### src/rtl/motor_cmd_sequencer.sv
//------------------------------------------------------------------------------
// motor_cmd_sequencer
//
// Byte-command sequencer for the gate motor. Bytes arriving from the UART RX
// path are decoded into open/close/stop/status commands. The block drives the
// two motor outputs under limit-switch and timeout supervision. Before any
// motor starts, both outputs are held off for a dead time. One-byte status
// replies are queued to the UART TX path with a start/done handshake.
//
// Ports
//   Clk            in   1  system clock
//   Rst_n          in   1  asynchronous active-low reset
//   RxData         in   8  received byte, valid while RxDone=1
//   RxDone         in   1  one-cycle strobe, byte complete
//   finalcarrera1  in   1  open limit switch, active-high, asynchronous
//   finalcarrera2  in   1  closed limit switch, active-high, asynchronous
//   TxDone         in   1  one-cycle strobe, TX byte sent
//   TxData         out  8  reply byte, stable from tx_start until TxDone
//   tx_start       out  1  one-cycle strobe, launch TxData
//   motor1         out  1  drive open direction
//   motor2         out  1  drive close direction
//   fault          out  1  high while in FAULT
//------------------------------------------------------------------------------
`timescale 1ns/1ps

module motor_cmd_sequencer #(
  parameter int unsigned TIMEOUT_CYC = 500_000_000,
  parameter int unsigned DEAD_CYC    = 50_000,
  parameter logic [7:0]  CMD_OPEN    = 8'h41,
  parameter logic [7:0]  CMD_CLOSE   = 8'h43,
  parameter logic [7:0]  CMD_STOP    = 8'h53,
  parameter logic [7:0]  CMD_STATUS  = 8'h3F
) (
  input  logic       Clk,
  input  logic       Rst_n,
  input  logic [7:0] RxData,
  input  logic       RxDone,
  input  logic       finalcarrera1,
  input  logic       finalcarrera2,
  input  logic       TxDone,
  output logic [7:0] TxData,
  output logic       tx_start,
  output logic       motor1,
  output logic       motor2,
  output logic       fault
);

  localparam logic [2:0] ST_IDLE    = 3'd0;
  localparam logic [2:0] ST_DEAD    = 3'd1;
  localparam logic [2:0] ST_OPENING = 3'd2;
  localparam logic [2:0] ST_CLOSING = 3'd3;
  localparam logic [2:0] ST_FAULT   = 3'd4;

  localparam logic DIR_OPEN  = 1'b0;
  localparam logic DIR_CLOSE = 1'b1;

  // Reply bytes
  localparam logic [7:0] RPL_OPEN    = 8'h4F;  // 'O' open limit reached / already open
  localparam logic [7:0] RPL_CLOSE   = 8'h43;  // 'C' closed limit reached / already closed
  localparam logic [7:0] RPL_TMO     = 8'h54;  // 'T' motion timeout
  localparam logic [7:0] RPL_FAULT   = 8'h46;  // 'F' motion refused while faulted
  localparam logic [7:0] RPL_STOP    = 8'h53;  // 'S' stop acknowledged
  localparam logic [7:0] RPL_WIRING  = 8'h45;  // 'E' both limits active
  localparam logic [7:0] STS_IDLE    = 8'h49;  // 'I'
  localparam logic [7:0] STS_DEAD    = 8'h44;  // 'D'
  localparam logic [7:0] STS_OPENING = 8'h6F;  // 'o'
  localparam logic [7:0] STS_CLOSING = 8'h63;  // 'c'
  localparam logic [7:0] STS_FAULT   = 8'h46;  // 'F'

  // Last counter value of each timed phase (counter is 0 on the first cycle)
  localparam logic [31:0] DEAD_LAST = 32'(DEAD_CYC - 1);
  localparam logic [31:0] TMO_LAST  = 32'(TIMEOUT_CYC - 1);

  logic [2:0]  r_state;
  logic        r_target;
  logic [31:0] r_cnt;
  logic        r_lim1_meta, r_lim1_sync;
  logic        r_lim2_meta, r_lim2_sync;
  logic        r_motor1, r_motor2, r_fault;
  logic        r_tx_busy, r_tx_start;
  logic [7:0]  r_tx_data;
  logic        r_pend_valid;
  logic [7:0]  r_pend_data;

  logic [2:0]  w_next;
  logic        w_target_next;
  logic        w_rep_valid;
  logic [7:0]  w_rep_byte;
  logic [7:0]  w_status_byte;
  logic        w_cmd_open, w_cmd_close, w_cmd_stop, w_cmd_status;
  logic        w_moving, w_tmo_hit, w_dead_done, w_tx_free;

  //----------------------------------------------------------------------------
  // Limit-switch synchronizers: the pins are asynchronous to Clk.
  //----------------------------------------------------------------------------
  // NOTE: every clocked block uses non-blocking (<=) so all registers update
  // from the same pre-edge values; blocking here would collapse the 2-FF chain.
  always_ff @(posedge Clk or negedge Rst_n) begin
    if (!Rst_n) begin
      r_lim1_meta <= 1'b0;
      r_lim1_sync <= 1'b0;
      r_lim2_meta <= 1'b0;
      r_lim2_sync <= 1'b0;
    end else begin
      r_lim1_meta <= finalcarrera1;
      r_lim1_sync <= r_lim1_meta;
      r_lim2_meta <= finalcarrera2;
      r_lim2_sync <= r_lim2_meta;
    end
  end

  //----------------------------------------------------------------------------
  // Command decode and next-state logic
  //----------------------------------------------------------------------------
  assign w_cmd_open   = RxDone && (RxData == CMD_OPEN);
  assign w_cmd_close  = RxDone && (RxData == CMD_CLOSE);
  assign w_cmd_stop   = RxDone && (RxData == CMD_STOP);
  assign w_cmd_status = RxDone && (RxData == CMD_STATUS);

  assign w_moving    = (r_state == ST_OPENING) || (r_state == ST_CLOSING);
  assign w_tmo_hit   = (r_cnt >= TMO_LAST);
  assign w_dead_done = (r_cnt == DEAD_LAST);

  always_comb begin
    w_status_byte = STS_IDLE;
    case (r_state)
      ST_DEAD:    w_status_byte = STS_DEAD;
      ST_OPENING: w_status_byte = STS_OPENING;
      ST_CLOSING: w_status_byte = STS_CLOSING;
      ST_FAULT:   w_status_byte = STS_FAULT;
      default:    w_status_byte = STS_IDLE;
    endcase
  end

  // Priority: wiring error > limit reached > timeout > STOP > other commands.
  // Any supervision transition discards the command of that cycle.
  always_comb begin
    // NOTE: default every output of a combinational block up front so no
    // path leaves a signal unassigned (which would infer a latch).
    w_next        = r_state;
    w_target_next = r_target;
    w_rep_valid   = 1'b0;
    w_rep_byte    = 8'h00;

    if (r_lim1_sync && r_lim2_sync) begin
      w_next = ST_FAULT;
      // Reported once on entry, not every cycle the wiring fault persists
      if (r_state != ST_FAULT) begin
        w_rep_valid = 1'b1;
        w_rep_byte  = RPL_WIRING;
      end
    end else if (r_state == ST_OPENING && r_lim1_sync) begin
      w_next      = ST_IDLE;
      w_rep_valid = 1'b1;
      w_rep_byte  = RPL_OPEN;
    end else if (r_state == ST_CLOSING && r_lim2_sync) begin
      w_next      = ST_IDLE;
      w_rep_valid = 1'b1;
      w_rep_byte  = RPL_CLOSE;
    end else if (w_moving && w_tmo_hit) begin
      w_next      = ST_FAULT;
      w_rep_valid = 1'b1;
      w_rep_byte  = RPL_TMO;
    end else if (w_cmd_stop) begin
      w_next      = ST_IDLE;
      w_rep_valid = 1'b1;
      w_rep_byte  = RPL_STOP;
    end else begin
      case (r_state)
        ST_IDLE: begin
          if (w_cmd_open) begin
            if (r_lim1_sync) begin
              w_rep_valid = 1'b1;
              w_rep_byte  = RPL_OPEN;
            end else begin
              w_next        = ST_DEAD;
              w_target_next = DIR_OPEN;
            end
          end else if (w_cmd_close) begin
            if (r_lim2_sync) begin
              w_rep_valid = 1'b1;
              w_rep_byte  = RPL_CLOSE;
            end else begin
              w_next        = ST_DEAD;
              w_target_next = DIR_CLOSE;
            end
          end
        end
        ST_DEAD: begin
          // Motors are already off: a new direction just retargets, the
          // dead time keeps running.
          if (w_cmd_open)  w_target_next = DIR_OPEN;
          if (w_cmd_close) w_target_next = DIR_CLOSE;
          if (w_dead_done)
            w_next = (w_target_next == DIR_OPEN) ? ST_OPENING : ST_CLOSING;
        end
        ST_OPENING: begin
          if (w_cmd_close) begin
            w_next        = ST_DEAD;
            w_target_next = DIR_CLOSE;
          end
        end
        ST_CLOSING: begin
          if (w_cmd_open) begin
            w_next        = ST_DEAD;
            w_target_next = DIR_OPEN;
          end
        end
        ST_FAULT: begin
          if (w_cmd_open || w_cmd_close) begin
            w_rep_valid = 1'b1;
            w_rep_byte  = RPL_FAULT;
          end
        end
        default: w_next = ST_IDLE;
      endcase
    end

    // A status request is always answered; it takes the reply slot of the
    // cycle and reports the state held before this cycle's update.
    if (w_cmd_status) begin
      w_rep_valid = 1'b1;
      w_rep_byte  = w_status_byte;
    end
  end

  //----------------------------------------------------------------------------
  // State, phase counter and registered motor outputs
  //----------------------------------------------------------------------------
  always_ff @(posedge Clk or negedge Rst_n) begin
    if (!Rst_n) begin
      r_state  <= ST_IDLE;
      r_target <= DIR_OPEN;
      r_cnt    <= '0;
      r_motor1 <= 1'b0;
      r_motor2 <= 1'b0;
      r_fault  <= 1'b0;
    end else begin
      r_state  <= w_next;
      r_target <= w_target_next;
      if (w_next != r_state)
        r_cnt <= '0;
      else if (r_cnt != '1)
        r_cnt <= r_cnt + 32'd1;
      // Decoded from the one-hot-exclusive next state, so both motors can
      // never be driven together.
      r_motor1 <= (w_next == ST_OPENING);
      r_motor2 <= (w_next == ST_CLOSING);
      r_fault  <= (w_next == ST_FAULT);
    end
  end

  //----------------------------------------------------------------------------
  // Reply transmitter: one byte in flight plus one pending (latest wins)
  //----------------------------------------------------------------------------
  assign w_tx_free = !r_tx_busy || TxDone;

  always_ff @(posedge Clk or negedge Rst_n) begin
    if (!Rst_n) begin
      r_tx_busy    <= 1'b0;
      r_tx_start   <= 1'b0;
      r_tx_data    <= 8'h00;
      r_pend_valid <= 1'b0;
      r_pend_data  <= 8'h00;
    end else begin
      r_tx_start <= 1'b0;
      if (w_tx_free) begin
        if (w_rep_valid) begin
          // A fresh reply supersedes anything still pending
          r_tx_start   <= 1'b1;
          r_tx_data    <= w_rep_byte;
          r_tx_busy    <= 1'b1;
          r_pend_valid <= 1'b0;
        end else if (r_pend_valid) begin
          r_tx_start   <= 1'b1;
          r_tx_data    <= r_pend_data;
          r_tx_busy    <= 1'b1;
          r_pend_valid <= 1'b0;
        end else begin
          r_tx_busy <= 1'b0;
        end
      end else if (w_rep_valid) begin
        r_pend_valid <= 1'b1;
        r_pend_data  <= w_rep_byte;
      end
    end
  end

  assign TxData   = r_tx_data;
  assign tx_start = r_tx_start;
  assign motor1   = r_motor1;
  assign motor2   = r_motor2;
  assign fault    = r_fault;

endmodule
### config.mk
export PLATFORM = sky130hd
export DESIGN_NAME = motor_cmd_sequencer
export DESIGN_NICKNAME = d
export VERILOG_FILES = /design/src/rtl/motor_cmd_sequencer.sv
export SDC_FILE = /design/constraint.sdc
export NUM_CORES = 1
export LEC_CHECK = 0
export ABC_AREA = 1
export BUFFER_PORTS_ARGS = -buffer_cell sky130_fd_sc_hd__buf_4
export CAP_MARGIN = 20
export CELL_PAD_IN_SITES_DETAIL_PLACEMENT = 0
export CELL_PAD_IN_SITES_GLOBAL_PLACEMENT = 1
export CORE_ASPECT_RATIO = 0.6
export CORE_MARGIN = 2
export CORE_UTILIZATION = 45
export DETAILED_ROUTE_END_ITERATION = 16
export PLACE_DENSITY_LB_ADDON = 0.25
export SLEW_MARGIN = 20
export SYNTH_ARGS = -nofsm -noshare
export SYNTH_HDL_FRONTEND = slang
export SYNTH_SLANG_ARGS = --single-unit
### constraint.sdc
create_clock -name Clk -period 2.1 [get_ports Clk]
set_input_delay 0.63 -clock Clk [delete_from_list [all_inputs] [get_ports Clk]]
set_output_delay 0.63 -clock Clk [all_outputs]
set_load 0.02 [all_outputs]
==> results of run 1 <==
## what timing repair did
item                       in CTS  in global routing
resized for setup              16                 16
setup endpoints to repair      43                 46
buffers inserted                1                  7
pin swaps                       0                 10
gates cloned                    1                  1
## kinds of logic after synthesis
| family | count (synthesis) |
|---|---|
| buf+inv | 77 |
| simple gates | 339 |
| flops | 60 |
| xor+xnor | 20 |
| compound gates | 33 |
| fa+ha+maj | 1 |
| other cells | 1 |
| mux | 1 |
## critical path, delay by kind of cell, from the launching register on
family                   cells  cell delay [ns]
flip-flops                   1             0.37
AND/OR/NAND/NOR             11             1.18
adder cells (fa/ha/maj)      1             0.20
buffers and inverters        2             0.35
## routing by layer
metal  vias to the layer above  track usage  part of all wire
met5                         -            0                 0
met4                         0      0.05934            0.0054
met3                         7      0.06213             0.079
met2                       142       0.2888              0.38
met1                      1726       0.3748              0.53
li1                       1851            -                 -
## worst min-delay path by stage
| stage | from | to | slack (ns) | cells after the start |
|---|---|---|---|---|
| finish | Rst_n | r_cnt[26] | 0.23 | 1 |
| detailed placement | r_lim1_meta | r_lim1_sync | 0.34 | 0 |
| CTS | Rst_n | r_cnt[26] | 0.25 | 1 |
| global route | Rst_n | r_cnt[26] | 0.27 | 1 |
| floorplan | Rst_n | TxData[0] | 0.33 | 0 |
| global placement | r_lim2_meta | r_lim2_sync | 0.33 | 0 |
## cell usage in the layout, fill, tap and decap left out, drive strengths merged, types with 4 or more instances in the layout
| master | count |
|---|---|
| nand2 | 171 |
| o21ai | 14 |
| xor2 | 17 |
| nor2 | 102 |
| bufinv | 4 |
| inv | 72 |
| nor3 | 16 |
| a21oi | 9 |
| dfrtp | 60 |
| nand3 | 33 |
| nand4 | 12 |
| buf | 85 |
| clkbuf | 10 |
## power breakdown
| group | internal (W) | total, W | switching (W) | leakage (nW) |
|---|---|---|---|---|
| sequential | 0.00126 | 0.00135 | 0.0000818 | 0.787 |
| combinational | 0.000307 | 0.000667 | 0.000360 | 1.64 |
| clock | 0.00129 | 0.00187 | 0.000578 | 0.181 |
| total | 0.00286 | 0.00388 | 0.00102 | 2.60 |
## through the flow
| stage | hold slack [ns] | TNS [ns] | utilization | instance area [µm²] |
|---|---|---|---|---|
| floorplan | 0.3312 | 0 | - | 3842 |
| global placement | 0.3324 | -7.345 | 0.5417 | 4547 |
| detailed placement | 0.3364 | -11.58 | 0.5417 | 4547 |
| CTS | 0.2490 | -0.1453 | 0.5960 | 5002 |
| global route | 0.2673 | -6.241 | 0.6136 | 5150 |
| finish | 0.2340 | -1.527 | 0.6136 | 5150 |
## flip-flops by register name, summed over array words and instances (netlist names), 3 cells and up
register	count
r_state	3
r_pend_data	7
TxData	7
r_cnt	32
## cell type report
type                       instances  area (µm²)
timing repair buffer              86       733.2
sequential                        60        1503
tap                              112       140.1
fill                             751        3243
clock buffer                       9       225.2
inverter                          71       266.5
multi-input combinational        395        2136
clock inverter                     7       146.4
==> reports/summary.md, run 1 <==
The flow ran to the end, but the final reports show violations. The final reports fail on setup timing. Sort of element at the start of the critical path: a flop. Timing would allow up to 0.4606 GHz. The die covers 9318 µm². The setup slack of the critical path after layout is -0.07126 ns. Buffers inserted during clock tree synthesis total 9.

In this run, placement finished with an instance count of 714. The largest fanout on the critical path is 8, and the violation count after the first detailed-routing iteration is 310. The cell that appears most often on the critical path is sky130_fd_sc_hd__nand2_2.

Counting I/O delays and the setup requirement, the final critical path takes 2.171 ns. The path class of the tightest hold or removal check is in2async. The overall track demand over capacity in global routing was 0.2306. The number of different library cells used by synthesis comes to 41.

The logs give 0 for the initial antenna violation count and 547 for the net count after synthesis. The mux contribution to synthesized area came out at 0.002605. The number of port buffers works out to 24. Power spread over the standard cell area amounts to 753.5 nW/µm².

The fraction of final layout cells sized beyond drive strength 1 is 0.3169. The post-synth design cell area was 3842 µm²; the share of the synthesized netlist area taken by xor and xnor gates was 0.04559. Counting flops and latches in the post-synthesis netlist gives 60. The tools report the post-route non-filler standard cell count as 740.

The number of global-route vias before repair is 3,190. The run gives 0.3908 as the share of the yosys chip area belonging to registers. The dominant synthesized flop cell was sky130_fd_sc_hd__dfrtp_1. The tools report the hold buffer count at CTS as 0. The number of enable flip-flop cells after synthesis is 0.

TritonCTS built the clock tree. Dividing the detail-routed via count by the number of cells gives 5.035. For this design the static power due to leakage is 2.604 nW. The floorplan step set the die height to 75.58 µm. After layout, the design draws a total of 0.003880 W.

The area share of the leading cell type in the synthesized netlist was 0.3908; the CTS sink count was 60. Setup repair after global routing could not meet its margin everywhere. The endpoint required time on the critical path was 2.37 ns.

The die width is 123.3 µm, and the delay of the slowest cell on the worst path is 0.37 ns. The share of async-settable or async-resettable flops after synthesis is 1.000. For the number of pins exceeding their max-slew limit in the final report, the log shows 0.

The tools report the worst setup slack for register-to-register paths as -0.07 ns. In the post-synthesis netlist, the cell with the most instances is sky130_fd_sc_hd__nand2_1. The routability congestion estimate came out at 0.9308. The floorplan has 26 rows. The clock passes through at most 2 buffers.

The maximum vdd drop is 0.3882 mV, and the total number of H-tree levels is 3. The post-route clock period utilization is 1.034. The endpoint identified for the worst register-to-register timing path is r_cnt[4].

In this run the critical register-to-register path is launched from r_cnt[1]. The core region is 8393 µm². The synthesized design spends more area on one cell type than any other, namely sky130_fd_sc_hd__dfrtp_1. The run gives 0 as the number of warnings printed during yosys synthesis. 0 antenna diodes ended up in the layout. The share of synthesized cell area in full adder, half adder and majority cells was 0.003256. The tools report the capturing instance or port of the critical path as r_cnt[4].

The clock reaches the later pin of the worst-skew pair after 0.34 ns. The tools report the largest clock skew in the final design as 0.006052 ns. The post-synthesis instance total is 532, and the clock-pin slew reported for the worst setup and hold paths after clock tree synthesis is 0.06 ns. The critical-path cell with the highest stage delay was sky130_fd_sc_hd__dfrtp_1. The first global-routing pass estimated 16.11 mm of wire. At the placement stage, the worst setup path has a slack of -0.3027 ns.

For the worst flop-to-flop path, the logic depth is 14. Setup violations remaining at the end of the flow were counted as 32. Initial core utilization: 0.4578. STA classifies the critical path endpoint as a flop. For this run, the detailed router's first-pass iteration total came to 5. The critical path starts at r_cnt[1]. Sorting the synthesized cells by area gives the leading types as sky130_fd_sc_hd__dfrtp_1 39%, sky130_fd_sc_hd__nand2_1 15%, sky130_fd_sc_hd__nor2_2 6.5%, sky130_fd_sc_hd__inv_1 6.3%, sky130_fd_sc_hd__nor2_1 5.8%.

From synthesis to final layout, the design area changed by 34.03%. The simple-gate share of the synthesized area is 0.4191. By area, the combinational part of the netlist is dominated by simple AND/OR/NAND/NOR gates. The tree is rooted in a sky130_fd_sc_hd__clkbuf_16. The worst setup path is of the reg2reg kind.

Ranked by instance count, the synthesized netlist is headed by 155 x sky130_fd_sc_hd__nand2_1, 64 x sky130_fd_sc_hd__inv_1, 60 x sky130_fd_sc_hd__dfrtp_1. The tools report the hold violation count in the final report as 0. For this run the aggregate overflow at the end of global routing stands at 0. For the overall routed net length, the log shows 10.46 mm.

The compound-gate portion of the synthesized area is 0.05373, and the I/O pin count is 26. Detailed placement finished with a half-perimeter wire length of 7.692 mm. The final layout contains 638 nets. For the total of max-cap violations, the log shows 0.

A synthesized cell averages 7.223 µm². The critical path goes through ha_2, nand2_2, nor2_4, nor3b_2, buf_4, nand3_2, nand2_2, nand4_4, nand2_1, nand2_2, nor2_4, nand2_8, clkbuf_16, nor2_2. The logs give 0 for the count of nets left with antenna violations after detail routing and 33 for the largest net degree at the start of global routing. For this run, design rule violations remaining after detail routing come to 0.

The routed length per placed instance came out at 14.13 µm. The vias after detailed routing was 3,726; the signal arrival time at the worst endpoint was 2.44 ns.
(Power assumes the default switching activity.)
==> inputs of run 2 (changes only) <==
--- a/config.mk
+++ b/config.mk
@@ -17,2 +17,3 @@
 export PLACE_DENSITY_LB_ADDON = 0.25
+export SETUP_SLACK_MARGIN = 0.02
 export SLEW_MARGIN = 20
--- a/constraint.sdc
+++ b/constraint.sdc
@@ -3,2 +3,2 @@
 set_output_delay 0.63 -clock Clk [all_outputs]
-set_load 0.02 [all_outputs]
+set_load 0.005 [all_outputs]
==> run 2 against run 1 <==
Compared with the run above: the run still ends with setup timing left; via count increased by 0.91%; register-to-register slack about the same; sequential cell count unchanged; non-clock buffer count increased by 1; highest routed layer unchanged.
==> reports/summary.md, run 2 (synthesis results as in run 1) <==
The run finished, with violations left. The checks that failed: setup timing. The CTS sink count is 60. Routability-driven placement finished with a final weighted congestion of 0.9308. The met3 usage in global routing was 0.06437. The reg-to-reg critical path startpoint is r_cnt[1]. The critical-path cell with the highest stage delay is sky130_fd_sc_hd__dfrtp_1. The core region is 8393 µm². The count of cells in the finished layout, fillers not included, comes to 742. The detail route stage leaves a number of antenna-violating nets equal to 0. The number of buffers created by CTS came out at 9. Adding up every negative setup slack in the final design gives -1.289 ns. The die is 123.3 µm wide.

The number of diodes added for antenna fixing is 0, and the clock period minus final worst setup slack is 2.160 ns. The path class of the tightest hold or removal check is in2async. Entering global routing, the biggest net connects 33 pins. Cell internal power was estimated by the tool at 0.002860 W. Among the stages of the critical path, the cell type that occurs most often is sky130_fd_sc_hd__nand2_2.

The largest clock skew in the final design is 0.005038 ns. Busiest metal layer after global routing: met1. The floorplan has 26 rows.

The number of pins exceeding their max-slew limit in the final report came out at 0. Setup violations remaining at the end of the flow were counted as 33. TritonCTS built the clock tree. Traced cell by cell, the critical path runs through ha_2, nand2_2, nor2_4, nor3b_2, buf_4, nand3_2, nand2_2, nand4_4, nand2_1, nand2_2, nor2_4, nand2_8, clkbuf_16, nor2_2. Dividing the detail-routed wire length by the instance count gives 14.39 µm. The clock insertion delay at the later pin of the skew report came out at 0.34 ns.

Sequential group share of total power: 0.349. For the met1 capacity usage during global routing, the log shows 0.3788. The layout-stage area growth over the synthesis result was 36.60%. For the global route total overflow, the log shows 0. Leaving out fill and tap cells, the most frequent cell in the layout is sky130_fd_sc_hd__nand2_1. The run gives 0.2924 as the met2 track utilization from global routing. Share of total power consumed by net switching: 0.2592.

After the first detailed-routing iteration, the DRC count stood at 304. Summed over all layers, the routed wires come to 10.68 mm. The capturing point of the worst reg2reg path was r_cnt[4].

For the overall track demand over capacity in global routing, the log shows 0.2335. Clock-pin slew was measured on the worst setup and hold paths at 0.06 ns. The run gives -0.06021 ns as the setup slack of the critical path after layout. Power spread over the standard cell area amounts to 735.5 nW/µm². Once placement completed, the tool counted placed cells totaling 714. The largest fanout on the critical path works out to 8. Setup repair after global routing could not meet its margin everywhere. Tracing the worst setup path back leads to its startpoint at r_cnt[1].

STA classifies the critical path endpoint as a flop. Top register by number of flip-flops: r_cnt. CTS placed an instance of sky130_fd_sc_hd__clkbuf_16 at the clock tree root. Data on the critical path arrives at its endpoint at 2.43 ns.

The post-route DRC violation count was 0; the maximum vdd drop was 0.3885 mV. For this run, the detailed router's first-pass iteration total came to 4. The initial core utilization is 0.4578. The number of cells on the worst reg-to-reg path works out to 14.

The run gives 0.001001 W as the net switching power. Category of the most critical setup path: reg2reg. The sort of element at the start of the critical path was a flop.

The total of max-cap violations came out at 0. The register with the most flip-flops in the layout has 32 of them. The total number of H-tree levels is 3. The endpoint required time on the critical path came out at 2.37 ns. The die covers 9318 µm².

In this run the tool buffered the top-level ports with 24 buffer cells. The fraction of final layout cells sized beyond drive strength 1 works out to 0.3365. Hold timing on the final database bottoms out at a slack of 0.2360 ns.

Initial antenna violation count: 0. The I/O pin count came out at 26. The post-route clock period utilization works out to 1.029. The logs give 0.483 for the clock share of power and 0.168 for the share of power burned in combinational logic. The layout has 742 filler cells.

In the final design database the tool counted 640 nets. The maximum buffer depth of the clock tree was 2; the maximum clock rate was 0.4629 GHz. The hold buffer count at CTS is 0. The leakage power summed over all cells is 2.618 nW, and the detailed-route vias per instance is 5.067.

The tools report the worst setup slack for register-to-register paths as -0.06 ns. In this design, the stage delay of the slowest critical-path cell is 0.37 ns. The routed layout has 3,760 vias. The run gives 0 as the hold violation count in the final report. The HPWL after detailed placement is 7.692 mm.

For the number of global-route vias before repair, the log shows 3,225. The floorplan step set the die height to 75.58 µm. The first global-routing pass estimated 16.31 mm of wire. Leaving out fill and tap cells, the most frequent cells in the layout are 148 x sky130_fd_sc_hd__nand2_1, 81 x sky130_fd_sc_hd__buf_4, 63 x sky130_fd_sc_hd__inv_1.
==> run 2: cell types whose count changed in the layout (fill, tap and decap cells not counted), moves of 2 or more <==
| cell | before | now |
|---|---|---|
| sky130_fd_sc_hd__dfrtp_1 | 59 | 56 |
| sky130_fd_sc_hd__xor2_1 | 17 | 14 |
| sky130_fd_sc_hd__nor2_1 | 50 | 48 |
| sky130_fd_sc_hd__nor2_2 | 44 | 39 |
| sky130_fd_sc_hd__xor2_2 | 0 | 3 |
| sky130_fd_sc_hd__nor2_4 | 8 | 15 |
| sky130_fd_sc_hd__dfrtp_2 | 1 | 4 |
==> run 2: worst max-delay path by stage <==
stage | slack, ns | to
3_5_place_dp | -0.30 | r_cnt[13]
5_1_grt | -0.21 | r_cnt[14]
2_1_floorplan | 0.05 | r_cnt[19]
4_1_cts | -0.02 | r_cnt[12]
3_3_place_gp | -0.18 | r_cnt[3]
6_report | -0.06 | r_cnt[4]
==> run 2: final cells by class <==
| type | instances | area (µm²) | share of cell area |
|---|---|---|---|
| clock buffers | 9 | 225.2 | 0.04291 |
| clock inverters | 7 | 146.4 | 0.02789 |
| inverters | 71 | 266.5 | 0.05077 |
| multi-input cells | 396 | 2223 | 0.4236 |
| flip-flops and latches | 60 | 1506 | 0.2870 |
| well taps | 112 | 140.1 | 0.02670 |
| repair buffers | 87 | 740.7 | 0.1411 |
==> run 2: critical path: cells and delay by family (launching register included) <==
family | cells | cell delay, ns
flops | 1 | 0.37
buf+inv | 2 | 0.35
simple gates | 11 | 1.16
fa+ha+maj | 1 | 0.20
==> run 2: what timing repair did <==
item	4_1_cts	5_1_grt
hold endpoints to repair	0	0
pin swaps	0	10
cloned	1	2
endpoints found under the setup margin	43	46
resized for setup	28	24
buffers inserted	1	8
==> run 2: layer usage <==
layer	part of all wire	vias to the layer above
li1	-	1858
met1	0.53	1753
met2	0.39	139
met3	0.075	10
met4	0.0071	0
met5	0	-
==> run 2: power by group through the flow <==
stage / clock network, W / logic (W) / registers (W)
finish: 0.00187 / 0.000648 / 0.00135
global placement: 0 / 0.000569 / 0.00135
detailed placement: 0 / 0.000579 / 0.00136
CTS: 0.00189 / 0.000613 / 0.00134
floorplan: 0 / 0.000360 / 0.00135
global route: 0.00195 / 0.000731 / 0.00136
==> run 2: through the flow <==
stage	util	area (µm²)	total power, W	setup WS [ns]
floorplan	-	3842	0.001705	0.04757
global placement	0.5417	4547	0.001920	-0.1771
detailed placement	0.5417	4547	0.001937	-0.3027
CTS	0.6033	5064	0.003845	-0.02184
global route	0.6254	5249	0.004039	-0.2056
finish	0.6254	5249	0.003861	-0.06021
==> inputs of run 3 (changes only) <==
Settings changed: ABC_AREA 1 to default.
Clock period 2.1 ns to 2.3 ns, I/O delays scaled along.
==> run 3 against run 2 <==
Compared with the run above: the flow still finishes with violations (setup timing); die area is 7.7% lower; clock power is 16% lower; clock skew increased by 0.0026 ns.
==> reports/summary.md, run 3 <==
Entering global routing, the biggest net connects 32 pins. The internal power was 0.002586 W. The run finished, with violations left. The tools report the number of buffers created by CTS as 9. The share of the yosys chip area belonging to registers was 0.4249; the number of nets in the finished design was 515. The top register by number of flip-flops is r_cnt.

STA classifies the critical path endpoint as a flop. The area of the core was 7447 µm². VDD sags by at most 0.3924 mV.

The number of nets handed over by synthesis was 399. At the pin with the least slew margin, the transition time is 0.6075 ns. For this run, the slowest stage of the critical path takes 0.56 ns.

The commonest cells after synthesis are 60 x sky130_fd_sc_hd__dfrtp_1, 40 x sky130_fd_sc_hd__nor3_1, 25 x sky130_fd_sc_hd__nor2_1. The number of logic stages on the critical path including buffering is 10. The clock-pin slew reported for the worst setup and hold paths after clock tree synthesis came out at 0.06 ns.

The post-layout utilization of the core was 0.7067. The vias after detailed routing came out at 3,550. For the worst-case headroom to the max-slew limit, the log shows 0.5912.

Once detail routing completed, the nets flagged for antenna violations numbered 0. The power per standard cell area came out at 660.4 nW/µm². In this run the count of I/O pins placed on the die edge is 26. The register with the most flip-flops in the layout has 32 of them. The vertical die dimension is 72.64 µm, and the total of max-cap violations is 0. The class of the tightest hold or removal check is in2async.

After legalization and detailed placement, the total HPWL measured 7.466 mm. After detailed placement, the design holds a cell count of 584. The library cells used most frequently in the layout, excluding fill and tap cells, are 110 x sky130_fd_sc_hd__buf_4, 60 x sky130_fd_sc_hd__dfrtp_1, 24 x sky130_fd_sc_hd__nor2_1.

The cell type contributing the most total cell area after synthesis is sky130_fd_sc_hd__dfrtp_1. The final reports fail on setup timing. The worst register-to-register path begins at r_cnt[0]. The per-instance average area after synthesis is 9.202 µm², and the post-route clock period utilization is 1.243. The logs give 0.9281 for the routability congestion estimate and 3,425 for the number of global-route vias before repair.

Data on the critical path arrives at its endpoint at 3.11 ns. In the final routed layout, each cell accounts on average for 17.89 µm. For this block, the routed nets add up to 10.90 mm of wire.

The layout filler cell count is 561. Setup repair after global routing could not meet its margin everywhere. The die covers 8600 µm².

The largest clock skew in the final design came out at 0.007675 ns. Relative to the synthesized area, the layout overhead comes to 48.94%. Number of placement rows: 24. The clock passes through at most 2 buffers.

Derived from the worst setup path, the maximum achievable clock frequency is 0.3497 GHz. The global route total overflow was 0; the sequential group share of total power was 0.351. On the critical path, the stage with the largest delay is an instance of sky130_fd_sc_hd__or4b_4. In this run, synthesis inferred 0 flip-flops with an integrated enable.

During placement, the flow inserted port buffers numbering 24. The share of power burned in combinational logic was 0.196. The critical path is of the in2reg type.

The tools report the post-route non-filler standard cell count as 609. The fraction of final layout cells sized beyond drive strength 1 is 0.3921, and the die width is 118.4 µm. Worst setup path startpoint: RxData[2].

Traced cell by cell, the critical path runs through buf_6, or4b_4, nor4_4, buf_4, mux2i_1, a211o_1, nor3_4, mux2_4, buf_12, nor3_1. The share of total power consumed by net switching came out at 0.2557. Data on the critical path is required at its endpoint by 2.55 ns. Area share of the leading cell type in the synthesized netlist: 0.4249. The setup slack of the critical path after layout was -0.5597 ns; the overall track demand over capacity in global routing was 0.2719. Clock latency on the worst-skew pair, taken at its later pin, is 0.34 ns.

The netlist uses 64 different library cells. STA classifies the critical path startpoint as a primary input. The post-synthesis instance total is 384. The leading cell type by number of instances after synthesis was sky130_fd_sc_hd__dfrtp_1.

TritonCTS built the clock tree. For this run, the leading register cell type out of synthesis is sky130_fd_sc_hd__dfrtp_1. The cell family contributing the most delay on the critical path is simple AND/OR/NAND/NOR gates.

The run gives 3533 µm² as the post-synth design cell area. Final hold analysis gives a worst-case slack of 0.2892 ns. The number of buffers and inverters on the critical path is 3. The clock share of power came out at 0.453.

The buffer cell driving the clock tree root is sky130_fd_sc_hd__clkbuf_16. The first TritonRoute pass finished after 5 iterations. For this run, the number of Yosys warnings is 0. The number of pins exceeding their max-slew limit in the final report came out at 0.

The most common cell after layout, fill and taps aside was sky130_fd_sc_hd__buf_4. Clock period minus final worst setup slack: 2.860 ns. The largest fanout on the critical path came out at 15.

Global-route wire length before repair: 17.94 mm. For the summed negative setup slack over all endpoints, the log shows -25.36 ns. The initial core utilization is 0.4745, and the initial antenna violation count is 0. Counting flops and latches in the post-synthesis netlist gives 60. The number of antenna diodes in the final layout is 0. The hold violation count in the final report is 0, and the share of async-settable or async-resettable flops after synthesis is 1.000. The analysis attributes to cell leakage a power of 2.446 nW. The clock net in this run drives a total of 60 sinks. Setup violations remaining at the end of the flow were counted as 54. Summed over all nets, the switching power comes to 0.0008888 W. The detailed-route vias per instance works out to 5.829. By area the synthesized netlist is led by sky130_fd_sc_hd__dfrtp_1 42%, sky130_fd_sc_hd__nor3_1 5.7%, sky130_fd_sc_hd__xor2_1 4.2%, sky130_fd_sc_hd__nand3_1 3.4%, sky130_fd_sc_hd__xnor2_1 3.2%. The total number of H-tree levels came out at 3.

The number of cells on the worst reg-to-reg path works out to 9. In this run, the number of DRC markers left after iteration 0 of detailed routing was 346. In the routed design, unresolved DRC markers number 0.
-- run 3: cells by family (layout without fill, tap and decap cells) --
| logic type | Yosys count | after routing | synth area share |
|---|---|---|---|
| AND/OR/NAND/NOR | 180 | 180 | 0.2819 |
| AO/OA/AOI/OAI | 64 | 64 | 0.1254 |
| flip-flops | 60 | 60 | 0.4249 |
| buffers and inverters | 36 | 157 | 0.04674 |
| XOR/XNOR | 30 | 30 | 0.07436 |
| multiplexers | 12 | 12 | 0.04214 |
| adder cells (fa/ha/maj) | 1 | 1 | 0.003541 |
| other | 1 | 1 | 0.001061 |
-- run 3: layout make-up --
cell class	instances	area, µm²	share of cell area
Timing Repair Buffer	129	1125	0.2137
Clock inverter	7	123.9	0.02354
Tap cell	104	130.1	0.02473
Multi-Input combinational cell	288	2110	0.4009
Clock buffer	9	225.2	0.04280
Inverter	12	47.55	0.009035
Sequential cell	60	1501	0.2853
-- run 3: path summary, 6_finish.rpt --
kind                                    end  slack [ns]
max in group asynchronous         TxData[3]        1.51
worst max register to register    r_cnt[19]       -0.26
worst min-delay path               r_cnt[0]        0.29
worst min register to register  r_lim1_sync        0.35
min in group Clk                r_lim1_sync        0.35
worst max-delay path              r_cnt[22]       -0.56
-- run 3: layer usage --
metal,track usage,vias to the layer above,wire (µm)
li1,-,1648,-
met1,0.4035,1739,5167
met2,0.3956,153,4705
met3,0.07734,10,930
met4,0.06085,0,94
met5,0,-,0
-- run 3: through the flow --
step                setup WS, ns  area [µm²]  power (W)
global route             -0.6396        5263   0.003632
global placement         -0.9409        4548   0.001846
finish                   -0.5597        5263   0.003475
floorplan                -0.8296        3556   0.001522
CTS                      -0.5169        5116   0.003471
detailed placement       -0.9714        4548   0.001863
-- run 3: what timing repair did --
action,CTS,global route
hold buffers,0,0
endpoints found under the setup margin,53,54
gates cloned,2,0
gates resized for setup,38,27
pin swaps,13,9
setup buffers,6,2
hold endpoints to repair,0,0
-- run 3: power groups by stage --
stage	Sequential, W	Combinational, W	Clock, W
after floorplan	0.00124	0.000279	0
after global placement	0.00123	0.000611	0
after CTS	0.00122	0.000657	0.00159
after global routing	0.00123	0.000744	0.00165
final	0.00122	0.000680	0.00157
after detailed placement	0.00123	0.000628	0
